===== config.mk =====
export PLATFORM = sky130hd
export DESIGN_NAME = param_step_counter
export DESIGN_NICKNAME = d
export VERILOG_FILES = /design/src/rtl/param_counter_pkg.sv /design/src/rtl/step_count_next.sv /design/src/rtl/param_step_counter.sv
export SDC_FILE = /design/constraint.sdc
export NUM_CORES = 1
export LEC_CHECK = 0
export CORE_AREA = 2 2 39 41
export CTS_CLUSTER_SIZE = 40
export DETAILED_ROUTE_END_ITERATION = 10
export DIE_AREA = 0 0 41 43
export PLACE_DENSITY = 0.75
export SKIP_LAST_GASP = 1
export SLEW_MARGIN = 20
export SYNTH_ARGS = -nofsm -noshare
export SYNTH_HDL_FRONTEND = slang
export SYNTH_SLANG_ARGS = --single-unit

===== constraint.sdc =====
create_clock -name clk -period 1.9 [get_ports clk]
set_clock_uncertainty 0.15 [all_clocks]
set_input_delay 0.38 -clock clk [delete_from_list [all_inputs] [get_ports clk]]
set_output_delay 0.38 -clock clk [all_outputs]
set_load 0.02 [all_outputs]

===== src/rtl/param_counter_pkg.sv =====
// Shared encodings for the arithmetic-sequence step counter family.
// Mode, end-behaviour and direction constants used by the counter and its next-state logic.
package param_counter_pkg;

    localparam logic [1:0] MODE_UP     = 2'd0;
    localparam logic [1:0] MODE_DOWN   = 2'd1;
    localparam logic [1:0] MODE_BOUNCE = 2'd2;
    localparam logic [1:0] MODE_HOLD   = 2'd3;

    localparam logic END_WRAP = 1'b0;
    localparam logic END_SAT  = 1'b1;

    localparam logic DIR_UP   = 1'b0;
    localparam logic DIR_DOWN = 1'b1;

    typedef enum logic {
        ST_UP   = 1'b0,
        ST_DOWN = 1'b1
    } dir_state_e;

endpackage


===== src/rtl/step_count_next.sv =====
// Combinational successor logic for the step counter: next count, next direction and end event.
// Sums run one bit wider than the count so no intermediate value can wrap.
module step_count_next
    import param_counter_pkg::*;
#(
    parameter int WIDTH   = 4,
    parameter int STEP    = 2,
    parameter int MIN_VAL = 0,
    parameter int MAX_VAL = 14
) (
    input  logic [WIDTH-1:0] count_i,
    input  logic             dir_i,
    input  logic [1:0]       c_i,
    input  logic             sat_mode_i,
    output logic [WIDTH-1:0] next_count_o,
    output logic             next_dir_o,
    output logic             end_event_o
);

    localparam int EW = WIDTH + 1;
    localparam logic [WIDTH:0] MIN_X  = EW'(MIN_VAL);
    localparam logic [WIDTH:0] MAX_X  = EW'(MAX_VAL);
    localparam logic [WIDTH:0] STEP_X = (MAX_VAL > MIN_VAL) ? EW'(STEP) : EW'(1);
    // A single-point sequence reverses in place instead of stepping off the end.
    localparam logic [WIDTH:0] BOUNCE_DN_X = (MAX_VAL > MIN_VAL) ? EW'(MAX_VAL - STEP) : MAX_X;
    localparam logic [WIDTH:0] BOUNCE_UP_X = (MAX_VAL > MIN_VAL) ? EW'(MIN_VAL + STEP) : MIN_X;

    logic [WIDTH:0] count_x;
    logic [WIDTH:0] next_x;
    logic           at_max;
    logic           at_min;

    assign count_x      = {1'b0, count_i};
    assign at_max       = (count_x == MAX_X);
    assign at_min       = (count_x == MIN_X);
    assign next_count_o = WIDTH'(next_x);

    // Mode-dependent successor selection.
    always_comb begin
        next_x      = count_x;
        next_dir_o  = dir_i;
        end_event_o = 1'b0;
        case (c_i)
            MODE_UP: begin
                next_dir_o = DIR_UP;
                if (at_max) begin
                    end_event_o = 1'b1;
                    next_x      = (sat_mode_i == END_SAT) ? count_x : MIN_X;
                end else begin
                    next_x = count_x + STEP_X;
                end
            end
            MODE_DOWN: begin
                next_dir_o = DIR_DOWN;
                if (at_min) begin
                    end_event_o = 1'b1;
                    next_x      = (sat_mode_i == END_SAT) ? count_x : MAX_X;
                end else begin
                    next_x = count_x - STEP_X;
                end
            end
            MODE_BOUNCE: begin
                if (dir_i == DIR_UP) begin
                    if (at_max) begin
                        next_dir_o  = DIR_DOWN;
                        next_x      = BOUNCE_DN_X;
                        end_event_o = 1'b1;
                    end else begin
                        next_x = count_x + STEP_X;
                    end
                end else begin
                    if (at_min) begin
                        next_dir_o  = DIR_UP;
                        next_x      = BOUNCE_UP_X;
                        end_event_o = 1'b1;
                    end else begin
                        next_x = count_x - STEP_X;
                    end
                end
            end
            default: begin
                next_x      = count_x;
                next_dir_o  = dir_i;
                end_event_o = 1'b0;
            end
        endcase
    end

endmodule


===== src/rtl/param_step_counter.sv =====
// Up/down/bounce counter over MIN_VAL, MIN_VAL+STEP, ..., MAX_VAL with wrap or saturate ends,
// normalising parallel load and a registered terminal-count pulse.
module param_step_counter
    import param_counter_pkg::*;
#(
    parameter int WIDTH   = 4,
    parameter int STEP    = 2,
    parameter int MIN_VAL = 0,
    parameter int MAX_VAL = 14
) (
    input  logic             clk,
    input  logic             reset,
    input  logic             load,
    input  logic             count_en,
    input  logic [1:0]       c,
    input  logic             sat_mode,
    input  logic [WIDTH-1:0] data_in,
    output logic [WIDTH-1:0] count,
    output logic             dir,
    output logic             tc
);

    localparam int EW        = WIDTH + 1;
    localparam int STEP_SAFE = (STEP < 1) ? 1 : STEP;
    localparam logic [WIDTH:0] MIN_X  = EW'(MIN_VAL);
    localparam logic [WIDTH:0] MAX_X  = EW'(MAX_VAL);
    localparam logic [WIDTH:0] STEP_X = (MAX_VAL > MIN_VAL) ? EW'(STEP_SAFE) : EW'(1);

    generate
        if ((STEP < 1) || (MIN_VAL < 0) || (MIN_VAL > MAX_VAL) || (MAX_VAL >= (1 << WIDTH)) ||
            (((MAX_VAL - MIN_VAL) % STEP_SAFE) != 0)) begin : g_bad_params
            $fatal(1, "param_step_counter: illegal WIDTH/STEP/MIN_VAL/MAX_VAL combination");
        end
    endgenerate

    logic [WIDTH-1:0] count_q, count_d;
    dir_state_e       dir_q, dir_d;
    logic             tc_q, tc_d;

    logic [WIDTH-1:0] step_count;
    logic             step_dir;
    logic             step_end;
    logic [WIDTH:0]   data_x;
    logic [WIDTH:0]   clamp_x;
    logic [WIDTH:0]   rem_x;
    logic [WIDTH-1:0] load_val;

    step_count_next #(
        .WIDTH   (WIDTH),
        .STEP    (STEP_SAFE),
        .MIN_VAL (MIN_VAL),
        .MAX_VAL (MAX_VAL)
    ) u_next (
        .count_i      (count_q),
        .dir_i        (dir_q),
        .c_i          (c),
        .sat_mode_i   (sat_mode),
        .next_count_o (step_count),
        .next_dir_o   (step_dir),
        .end_event_o  (step_end)
    );

    // Load normaliser: clamp into range, then round down onto the sequence grid.
    always_comb begin
        data_x = {1'b0, data_in};
        if (data_x < MIN_X) begin
            clamp_x = MIN_X;
        end else if (data_x > MAX_X) begin
            clamp_x = MAX_X;
        end else begin
            clamp_x = data_x;
        end
        rem_x    = (clamp_x - MIN_X) % STEP_X;
        load_val = WIDTH'(clamp_x - rem_x);
    end

    // Next-state selection: load beats counting; disabled or hold mode freezes state.
    always_comb begin
        count_d = count_q;
        dir_d   = dir_q;
        tc_d    = 1'b0;
        if (load) begin
            count_d = load_val;
            dir_d   = ST_UP;
        end else if (count_en && (c != MODE_HOLD)) begin
            count_d = step_count;
            dir_d   = dir_state_e'(step_dir);
            tc_d    = step_end;
        end else begin
            count_d = count_q;
            dir_d   = dir_q;
        end
    end

    // State registers with asynchronous reset to the bottom of the sequence.
    always_ff @(posedge clk or posedge reset) begin
        if (reset) begin
            count_q <= WIDTH'(MIN_VAL);
            dir_q   <= ST_UP;
            tc_q    <= 1'b0;
        end else begin
            count_q <= count_d;
            dir_q   <= dir_d;
            tc_q    <= tc_d;
        end
    end

    assign count = count_q;
    assign dir   = dir_q;
    assign tc    = tc_q;

endmodule


==> Word-level counts from Yosys, hierarchy flattened <==
Cells that the tools add are included.
Widths: inputs -> output; s select.
{ "totals": {"reg_bits": 6, "input_bits": 11, "out_inout_bits": 6} }
{ "classes": {"n_reduce_logical": 7, "order_cmp": 1, "eq_ne": 6, "n_addsub": 3, "muxes": 22} }
{ "op_table": {"columns": ["operator", "n"], "rows": [
  ["$mux 4", 10],
  ["$pmux 4 s3", 1],
  ["$mux 1", 9],
  ["$ne 4x4->1 const B", 2],
  ["$pmux 1 s3", 2],
  ["$logic_not 5->1", 1],
  ["$add 4x2->4 const B", 1],
  ["$eq 4x4->1 const B", 1],
  ["$gt 4x4->1 const B", 1],
  ["$reduce_and 4->1", 1],
  ["$reduce_bool 4->1", 1],
  ["$sub 4x1->4", 1],
  ["$sub 4x2->4 const B", 1],
  ["$eq 2x1->1 const B", 1],
  ["$eq 2x2->1 const B", 1],
  ["$logic_not 2->1", 1],
  ["$ne 2x2->1 const B", 1],
  ["$reduce_and 2->1", 1],
  ["$reduce_bool 2->1", 1],
  ["$logic_and 1x1->1", 1]
]} }

==> Logic depth before layout (Yosys ltp) <==
{ "depth": {"word_depth": 6, "ltp_mapped": 8, "mapped_depth_nobuf": 7} }

==> Modules after synthesis <==
A second synthesis with hierarchy kept.
{ "unflattened": {"cells_unflattened": 79, "hier_area_um2": 621.8} }
{ "modules_own_cells": {"columns": ["mod", "n_inst", "area_per_inst_um2", "seq_area_each_um2", "cells_each"], "rows": [
  ["step_count_next", 1, 344.1, 0.0, 50],
  ["param_step_counter", 1, 277.8, 150.1, 29]
]} }

==> Worst setup path before layout <==
OpenSTA, ideal clock, no wires.
{ "synth_path": {"kind": "register to register", "startpoint": "register count_q[1], in the netlist count[1]", "endpoint": "register count_q[3], in the netlist count[3]", "setup_time_ns": 0.127, "path_slack_ns": 0.107, "path_stages_with_launch": 9, "n_path_buf": 1, "arrival_ns": 1.516, "required_time_ns": 1.623, "period_less_slack_ns": 1.793, "cell_sequence": "dfrtp_1 > buf_2 > inv_1 > ha_1 > xor2_1 > nand2_1 > o21ai_0 > a41oi_1 > o21ai_1"} }
{ "synth_between": {"elab_chain_len": 6, "word_cells_on_any_way": 15} }
{ "synth_lines": {"columns": ["item", "line", "rtl"], "rows": [
  ["start: declaration", "param_step_counter.sv:36", "logic [WIDTH-1:0] count_q, count_d;"],
  ["start signal: assignment", "param_step_counter.sv:98", "count_q <= WIDTH'(MIN_VAL);"],
  ["start signal: assignment", "param_step_counter.sv:102", "count_q <= count_d;"],
  ["$add 4x2->4, or another cell as far along", "step_count_next.sv:50, step_count_next.sv:69", null],
  ["$mux 4 (on tied branches)", "step_count_next.sv:64, step_count_next.sv:72", null],
  ["$mux 4", "step_count_next.sv:63", "if (dir_i == DIR_UP) begin"],
  ["$pmux 4 s3", "step_count_next.sv:43", "case (c_i)"],
  ["$mux 4", "param_step_counter.sv:85", "end else if (count_en && (c != MODE_HOLD)) begin"],
  ["$mux 4", "param_step_counter.sv:82", "if (load) begin"]
]} }
Parallel ways exist; a longest one is shown, timed or not. The select of a mux whose other input is x is not followed.
A chain may end at the register's enable or synchronous reset.

==> Final worst setup path <==
{ "layout_path": {"startpoint": "register count_q[1], in the netlist count[1]", "endpoint": "output count[1]"} }
{ "layout_lines": {"columns": ["item", "line", "rtl"], "rows": [
  ["end: declaration", "param_step_counter.sv:18", "output logic [WIDTH-1:0] count,"]
]} }
No word-level cell between the ends.

==> implementation parameters <==
Parameter                              Value

Outcome
  Result of the run ... finished, final reports clean

Setup path
  Worst Path Class, Setup ... register to output port
  Critical path data arrival time ... 1.26 ns
  Critical Path Source Type ... register
  Largest driver fanout on the critical path ... 4
  Max stage delay cell, worst path ... sky130_fd_sc_hd__clkdlybuf4s50_1
  Crit path largest cell delay ... 0.62 ns
  Critical path buffers and inverters ... 1
  Cell chain of the critical path ... clkdlybuf4s50_1
  Worst path top cell family by delay ... buffers and inverters
  Worst setup EP type ... output port
  Required time worst endpoint ... 1.37 ns

Cells and area
  Fin util ... 59.2%
  Layout cell share with drive strength beyond 1 ... 20.2%
  Filler cell count ... 144
  Area growth, synth to finish ... 40.6%
  Final instance area ... 820 sq um
  Combined flip-flop and latch cell area ... 126 sq um
  Net count reported at finish ... 117
  Most common cell after layout, fill and taps aside ... sky130_fd_sc_hd__buf_4
  Post-route insts no fill ... 115
  Most frequent cells in the layout ... 11 x sky130_fd_sc_hd__buf_4, 10 x sky130_fd_sc_hd__clkdlybuf4s50_1, 8 x sky130_fd_sc_hd__nand2_1
  Total area of multi-input combinational cells ... 389 sq um
  Number of inserted diodes ... 0

Placement
  Routability-driven placement congestion ratio ... 0.793
  Placed Cells incl. Taps ... 111
  Placed cell area ... 790 sq um
  Pre-CTS setup slack ... -0.362 ns
  Post-detail-place hpwl ... 1.05 mm
  Number of buffers added on ports ... 14

Logic synthesis
  Number of synthesized flops with an enable pin ... 0
  Synth Area per Inst ... 7.77 sq um
  Async S/R FF share, synth ... 100%
  Area fraction of the dominant cell type after synthesis ... 21.5%
  Area of the mapped netlist ... 583 sq um
  Net Count, Synth ... 92
  Prevailing post-synth register cell ... sky130_fd_sc_hd__dfrtp_1
  Number of unique standard cell types used by synthesis ... 34
  Leading area contributor after synthesis ... sky130_fd_sc_hd__dfrtp_1
  Synth area leaders ... sky130_fd_sc_hd__dfrtp_1 21%, sky130_fd_sc_hd__ha_1 13%, sky130_fd_sc_hd__o21ai_0 6.0%, sky130_fd_sc_hd__a21oi_1 5.2%, sky130_fd_sc_hd__nand2_1 5.2%
  Synthesis-stage register bit count ... 5
  Synth Warn # ... 0
  Part of the Yosys area used for sequential elements ... 21.5%
  Synthesized netlist cell count ... 75

Floorplan
  I/O pin total ... 17
  Core area ... 0.00138 sq mm
  Die footprint ... 0.00176 sq mm
  Initial Utilization ... 42.1%
  Site Rows ... 14
  Die height ... 43 microns
  Width of the chip ... 41 microns

CTS
  TritonCTS clock tree ... yes
  CTS clock-pin slew for the worst setup and hold paths ... 0.05 ns
  Clock tree sinks ... 5
  Post-CTS Setup Inserts ... 0
  TritonCTS buffer count ... 3
  Maximum buffer depth of the clock tree ... 2
  Clock insertion delay at the later pin of the skew report ... 0.24 ns
  Number of levels in the clock H-tree ... 1
  Buffer type at the clock tree root ... sky130_fd_sc_hd__clkbuf_4
  CTS Hold Buffers Added ... 0

Timing
  Share of the cycle needed by the critical path after routing ... 94.1%
  Max Fclk ... 560 MHz
  Number of pins with negative max-slew slack in the final report ... 0
  Hold WS ... 0.186 ns
  Total Negative Setup Slacks ... 0 ns
  Setup slack after layout ... 0.113 ns
  Number of failing hold endpoints at the final stage ... 0
  Total setup violations reported at the end of the flow ... 0
  Setup repair after global routing missed its margin ... no
  Fin crit period ... 1.79 ns

Flow run
  Reported max-cap violation count ... 0

Drt
  Via-to-Cell Ratio ... 5.31
  Number of vias after detailed routing ... 611
  Number of DRC markers in iteration 0 ... 11
  Length of the first detailed-routing pass in iterations ... 2
  Remaining DRCs ... 0
  Wirelength, routed ... 1.31 mm
  Wire length per cell ... 11.4 microns
  Post-detailed-route count of antenna-violating nets ... 0

Pwr
  Largest voltage drop on the vdd net ... 0.000604 V
  Total power ... 529 uW
  Static power due to leakage ... 0.381 nW
  Pwr Density ... 646 mW/mm^2

Hold path
  Worst hold path class ... primary input to asynchronous set/reset pin

GRT
  Wire length of the first global-routing pass ... 2.19 mm
  Global router's overall resource usage ... 17.8%
  Congestion Overflow GR ... 0
  Antenna violations before repair ... 0
  Vias in the first global route ... 544
  Largest net degree at the start of global routing ... 13
## per-layer routing
| layer | GRT usage (%) | share of wire [%] | up-vias |
|---|---|---|---|
| li1 | - | - | 317 |
| met1 | 22.5 | 48 | 279 |
| met2 | 28.1 | 47 | 13 |
| met3 | 6.28 | 4.0 | 2 |
| met4 | 4.00 | 1.5 | 0 |
| met5 | 0 | 0 | - |
## sequential cells by signal (all words and copies together) (netlist names)
signal,count
dir,1
tc,1
count,3
## power by group
group / internal (mW) / switching, mW
combinational: 0.125 / 0.134
clock: 0.0794 / 0.0426
sequential: 0.121 / 0.0276
total: 0.325 / 0.204
## synth_stat cells, types with 2 or more instances
master	number
sky130_fd_sc_hd__a211oi_1	3
sky130_fd_sc_hd__ha_1	6
sky130_fd_sc_hd__o21ai_0	7
sky130_fd_sc_hd__a21oi_1	6
sky130_fd_sc_hd__nand2_1	8
sky130_fd_sc_hd__dfrtp_1	5
sky130_fd_sc_hd__inv_1	7
sky130_fd_sc_hd__buf_4	2
sky130_fd_sc_hd__o21ai_1	4
sky130_fd_sc_hd__buf_2	2
sky130_fd_sc_hd__o22ai_1	2
## kinds of logic after synthesis
| group | Yosys count | synth area share, % |
|---|---|---|
| adder cells (fa/ha/maj) | 6 | 12.9 |
| AO/OA/AOI/OAI | 30 | 32.8 |
| flip-flops | 5 | 21.5 |
| AND/OR/NAND/NOR | 19 | 18.9 |
| buffers and inverters | 13 | 11.8 |
| other | 1 | 0.643 |
| XOR/XNOR | 1 | 1.50 |
## final timing paths
kind | startpoint | endpoint | slack, ns | depth (start not counted)
setup / recovery | count[1] | count[1] | 0.11 | 1
setup reg to reg | count[1] | count[3] | 0.18 | 6
hold reg to reg | count[2] | count[2] | 0.51 | 2
min in group clk | count[2] | count[2] | 0.51 | 2
max in group asynchronous | reset | count[2] | 1.23 | 2
hold / removal | reset | count[1] | 0.19 | 2
## layout make-up
class	instances	share of cell area [%]
clock buffer	4	3.21
tap	16	2.44
sequential	5	15.4
inverter	8	3.97
multi-input combinational	57	47.5
timing repair buffer	25	27.5
## timing repair
item / in CTS / in global routing
endpoints found under the setup margin: 3 / 2
pin swaps: 1 / 0
gates resized for setup: 4 / 2
(Power assumes the default switching activity.)
==> edit 1 (same flow settings) <==
Make the reset (`reset`) synchronous in one clocked block. Comments in the files are not updated.
--- a/src/rtl/param_step_counter.sv
+++ b/src/rtl/param_step_counter.sv
@@ -95,3 +95,3 @@
     // State registers with asynchronous reset to the bottom of the sequence.
-    always_ff @(posedge clk or posedge reset) begin
+    always_ff @(posedge clk) begin
         if (reset) begin
Formal check against the unedited RTL: differs if reset is asserted again (counterexample within 4 cycles, from zero or initial values and one cycle with reset high); with reset held inactive, the same outputs for 10 cycles.
==> edit 1 against the unedited design <==
  * Global-route usage is 3.8 points higher
  * Worst hold slack better by 0.24 ns
  * Sequential cell count stayed put
  * Largest cell class unchanged
  * Register-to-register slack worse by 0.15 ns
  * Final area is 4.4% higher
  * Routed wire length is 26% higher
  * Via count is 7.4% higher
  * Core utilization is 2.6 points higher
  * Worst setup slack worse by 0.086 ns
  * Power is 21% lower
  * Synthesized area is 0.64% higher
  * Sequential power is 20% lower
==> edit 1: results (changes against the unedited design) <==
pwr:
  p_int_mw: 0.275  # -15%
  irDropWorstVdd_mv: 0.216  # -64%
  p_leak_nw: 0.389  # +1.9%
routing:
  route.met2.wl_um: 899  # +47%
  via_per_inst: 5.56  # +4.6%
  wl_met1_um: 638  # +2.4%
  drtIter0Drc: 18  # +7
  wl_met3_um: 81  # +56%
  wl_um: 1650  # +26%
  first_pass_iters: 4  # +2
global_route:
  grt_pass1_wl_um: 2590  # +18%
  grt_pass1_vias: 607  # +12%
  grt_util_met3: 0.0366  # -0.0262
  antenna_found_initial: 0  # unchanged
  grt_use_met2: 0.331  # +0.0500
  use_met1: 0.275  # +0.0500
  gr-usage-all-layers: 0.216  # +0.0380
critical_path:
  max_stage_delay_ns: 0.33  # -0.29 ns
  worstSetupEndpointType: "register"
  cp-startpoint: "count[1]$_SDFFE_PP0P_"
  cpMaxStageDelayCell: "dfxtp_4"
  cp_max_fo: 2  # -2
  path_delay_family: "compound AO/OA/AOI/OAI gates"
  rrSetupSlack_ns: 0.03  # -0.15 ns
  critPathArrivalTime_ns: 1.87  # +0.61 ns
  r2r_end: "count[2]$_SDFFE_PP0P_"
logic_synthesis:
  ys_top_cells_by_count: "inv_1 (7), nor2_1 (7), ha_1 (6)"
  ys.flop_type: "dfxtp_1"
  synth_cell_types: 40  # +18%
  synth.area.top_cells: "dfxtp_1 (17%), ha_1 (13%), inv_1 (4.5%)"
  synth-async-reset-ratio: 0  # -1.00
  ys_seq_area_frac: 0.171  # -0.0440
clock_network:
  clockRootBuffer: "clkbuf_4"
  clk-insertion-delay-late_ns: 0.26  # +0.02 ns
run_status:
  outcome: "finished clean"
placed_design:
  place.gp.congestion: 0.812  # +2.4%
  dp_hpwl_um: 1260  # +21%
cells_and_area:
  nNetsFinal: 120  # +2.6%
  drive_gt1_frac: 0.333  # +0.131
timing:
  holdWs_ns: 0.427  # +0.241 ns
worst_hold_path:
  hold_end: "dir$_SDFFE_PP0P_"
  hold_class: "reg -> reg"
-- edit 1: changes by cell type after synthesis, sizes merged, moves of 3 or more --
cell / delta
a21oi: -3
dfrtp: -5
dfxtp: +5
nand2: -4
nor2: +6
o21ai: -6
-- edit 1: metrics by stage --
stage               area (sq um)  total power, mW  setup TNS (ns)  instances  setup slack, ns
global route                 856            0.442         -0.0564        118          -0.0564
detailed placement           815            0.285           -1.87        113           -0.567
global placement             815            0.281           -1.65        113           -0.516
CTS                          857            0.419               0        118           0.0143
finish                       856            0.420               0        118           0.0266
floorplan                    598            0.215               0         75          0.00967
-- edit 1: final cells by class --
type,instances,area (sq um)
Clock buffer,4,26.3
Timing Repair Buffer,28,241
Fill cell,135,528
Tap cell,16,20.0
Inverter,7,26.3
Sequential cell,5,106
Multi-Input combinational cell,58,435
-- edit 1: cells by family (layout without fill, tap and decap cells) --
kind of cell               Yosys count  count (layout)  synth area share
AOI/OAI and AO/OA                   22              22             0.286
buffers and inverters               12              39             0.104
adders and majority gates            6               6             0.128
muxes                                1               1            0.0171
and+or+nand+nor                     28              28             0.288
other                                1               1           0.00639
DFF                                  5               5             0.171
-- edit 1: repair_timing --
action,4_1_cts,5_1_grt
pin swaps,5,5
buffers inserted,1,0
endpoints found under the hold margin,0,0
resized for setup,12,6
hold buffers,0,0
endpoints found under the setup margin,6,5
-- edit 1: power by group through the flow --
stage | registers (mW) | clock network (mW) | logic [mW]
5_1_grt | 0.120 | 0.138 | 0.183
2_1_floorplan | 0.125 | 0 | 0.0905
4_1_cts | 0.120 | 0.134 | 0.165
3_3_place_gp | 0.121 | 0 | 0.160
6_report | 0.119 | 0.134 | 0.167
3_5_place_dp | 0.121 | 0 | 0.164
==> edit 2 (same flow settings) <==
Without the edit above. `WIDTH` is set to 4 in 2 places; all go to 5.
--- a/src/rtl/step_count_next.sv
+++ b/src/rtl/step_count_next.sv
@@ -5,3 +5,3 @@
 #(
-    parameter int WIDTH   = 4,
+    parameter int WIDTH   = 5,
     parameter int STEP    = 2,
--- a/src/rtl/param_step_counter.sv
+++ b/src/rtl/param_step_counter.sv
@@ -5,3 +5,3 @@
 #(
-    parameter int WIDTH   = 4,
+    parameter int WIDTH   = 5,
     parameter int STEP    = 2,
Ports: changed (resized count and data_in); port bits go from 17 to 19. The function was not compared with the original's and may differ.
==> edit 2 against the unedited design <==
  * Die area unchanged
  * Critical path type is now reg -> reg
  * Power increased by 26%
  * Sequential cell count increased by 1
  * Final area increased by 29%
  * Routed wire length increased by 56%
  * Worst setup slack got worse by 0.084 ns
  * Critical endpoint is now count[3]$_DFFE_PP0P_
  * Synthesized area increased by 20%
  * Non-clock buffer count increased by 10
==> edit 2: results (changes against the unedited design) <==
logic_synthesis:
  synth_fa_ha_area_frac: 0.107  # -0.0216
  synth_nets: 108  # +17%
  synth_cell_types: 39  # +15%
  synth.area.top_cells: "dfrtp_1 (21%), ha_1 (11%), a21oi_1 (4.3%)"
  synth_xor_area_frac: 0.0125  # -0.00252
  synth-async-reset-ratio: 1.00  # unchanged
  muxShareOfSynthArea: 0.0286  # +0.0286
  yosysMostFrequentCell: "inv_1"
  synth-compound-area-share: 0.288  # -0.0408
  ys_warn_count: 0  # unchanged
  ys_seq_area_frac: 0.214  # -0.000307
global_route:
  gr-usage-all-layers: 0.270  # +0.0920
  grt_max_degree: 11  # -2
  grt_pass1_wl_um: 3240  # +48%
  antenna_found_initial: 0  # unchanged
  grt_pass1_vias: 756  # +39%
routing:
  via_per_inst: 5.72  # +7.6%
  first_pass_iters: 4  # +2
  wl_per_cell_um: 14.9  # +31%
  drtIter0Drc: 19  # +8
cells_and_area:
  n_antenna_cell: 0  # unchanged
  nNetsFinal: 140  # +20%
  largest_register_ff_count: 4  # +1
  drive_gt1_frac: 0.322  # +0.120
clock_network:
  cts-htree-levels: 1  # unchanged
  hold_buffers: 0  # unchanged
  clockRootBuffer: "clkbuf_4"
critical_path:
  path_delay_family: "simple AND/OR/NAND/NOR gates"
  critPathArrivalTime_ns: 1.85  # +0.59 ns
  max_stage_delay_ns: 0.56  # -0.06 ns
  cpMaxStageDelayCell: "or4b_4"
  cp_max_fo: 6  # +2
placed_design:
  dp_hpwl_um: 1430  # +37%
  place_area_sq_um: 972  # +23%
  place.port_buffers: 16  # +2
  place.gp.congestion: 0.855  # +7.8%
  pre_cts_slack_ns: -0.360  # +0.00225 ns
run_status:
  outcome: "finished clean"
pwr:
  irDropWorstVdd_mv: 0.578  # -4.4%
  p_leak_nw: 0.497  # +30%
[edit 2: changes by cell type in the layout (fill, tap and decap cells not counted), moves of 3 or more]
cell,delta
nor2_1,+4
a211oi_1,-3
buf_4,+8
o21ai_1,-5
[edit 2: timing repair]
item / 4_1_cts / 5_1_grt
gates resized for setup: 13 / 6
endpoints found under the setup margin: 8 / 6
gates cloned: 0 / 0
setup buffers: 0 / 1
pin swaps: 0 / 2
[edit 2: cell families (layout without fill, tap and decap cells)]
family | Yosys count | count (layout)
XOR/XNOR | 1 | 1
other | 1 | 1
AND/OR/NAND/NOR | 30 | 30
flip-flops | 6 | 6
AO/OA/AOI/OAI | 28 | 28
multiplexers | 2 | 2
buffers and inverters | 16 | 47
adder cells (fa/ha/maj) | 6 | 6
[edit 2: final cells by class]
class,count,area [sq um]
Multi-Input combinational cell,68,522
Fill cell,110,327
Timing Repair Buffer,35,305
Sequential cell,6,154
Inverter,8,30.0
Clock buffer,4,26.3
Tap cell,16,20.0
[edit 2: per-layer routing]
layer,share of wire,global-route usage,vias up
met3,0.037,0.0366,4
met1,0.41,0.353,370
met4,0.024,0.0933,0
met2,0.53,0.434,22
met5,0,0,-
li1,-,-,387
[edit 2: where the power goes]
part	leakage (nW)	internal (mW)	switching (mW)
Combinational	0.410	0.174	0.189
Clock	0.0150	0.0800	0.0531
Sequential	0.0724	0.145	0.0262
[edit 2: stage by stage]
stage	setup TNS, ns	hold WS, ns	cells
final	0	0.196	137
after global routing	-0.0209	0.225	137
after CTS	0	0.200	136
after detailed placement	-1.52	0.458	132
after global placement	-1.39	0.460	132
after floorplan	0	0.0209	90
[edit 2: final timing paths]
check | startpoint | to | slack (ns) | cells past startpoint
min | reset | count[3]$_DFFE_PP0P_ | 0.20 | 2
max reg2reg | count[2]$_DFFE_PP0P_ | count[3]$_DFFE_PP0P_ | 0.03 | 5
max in group asynchronous | reset | count[4]$_DFFE_PP0P_ | 1.20 | 2
max | count[2]$_DFFE_PP0P_ | count[3]$_DFFE_PP0P_ | 0.03 | 5
min reg2reg | count[4]$_DFFE_PP0P_ | tc$_DFF_PP0_ | 0.44 | 1
min in group clk | count[4]$_DFFE_PP0P_ | tc$_DFF_PP0_ | 0.44 | 1
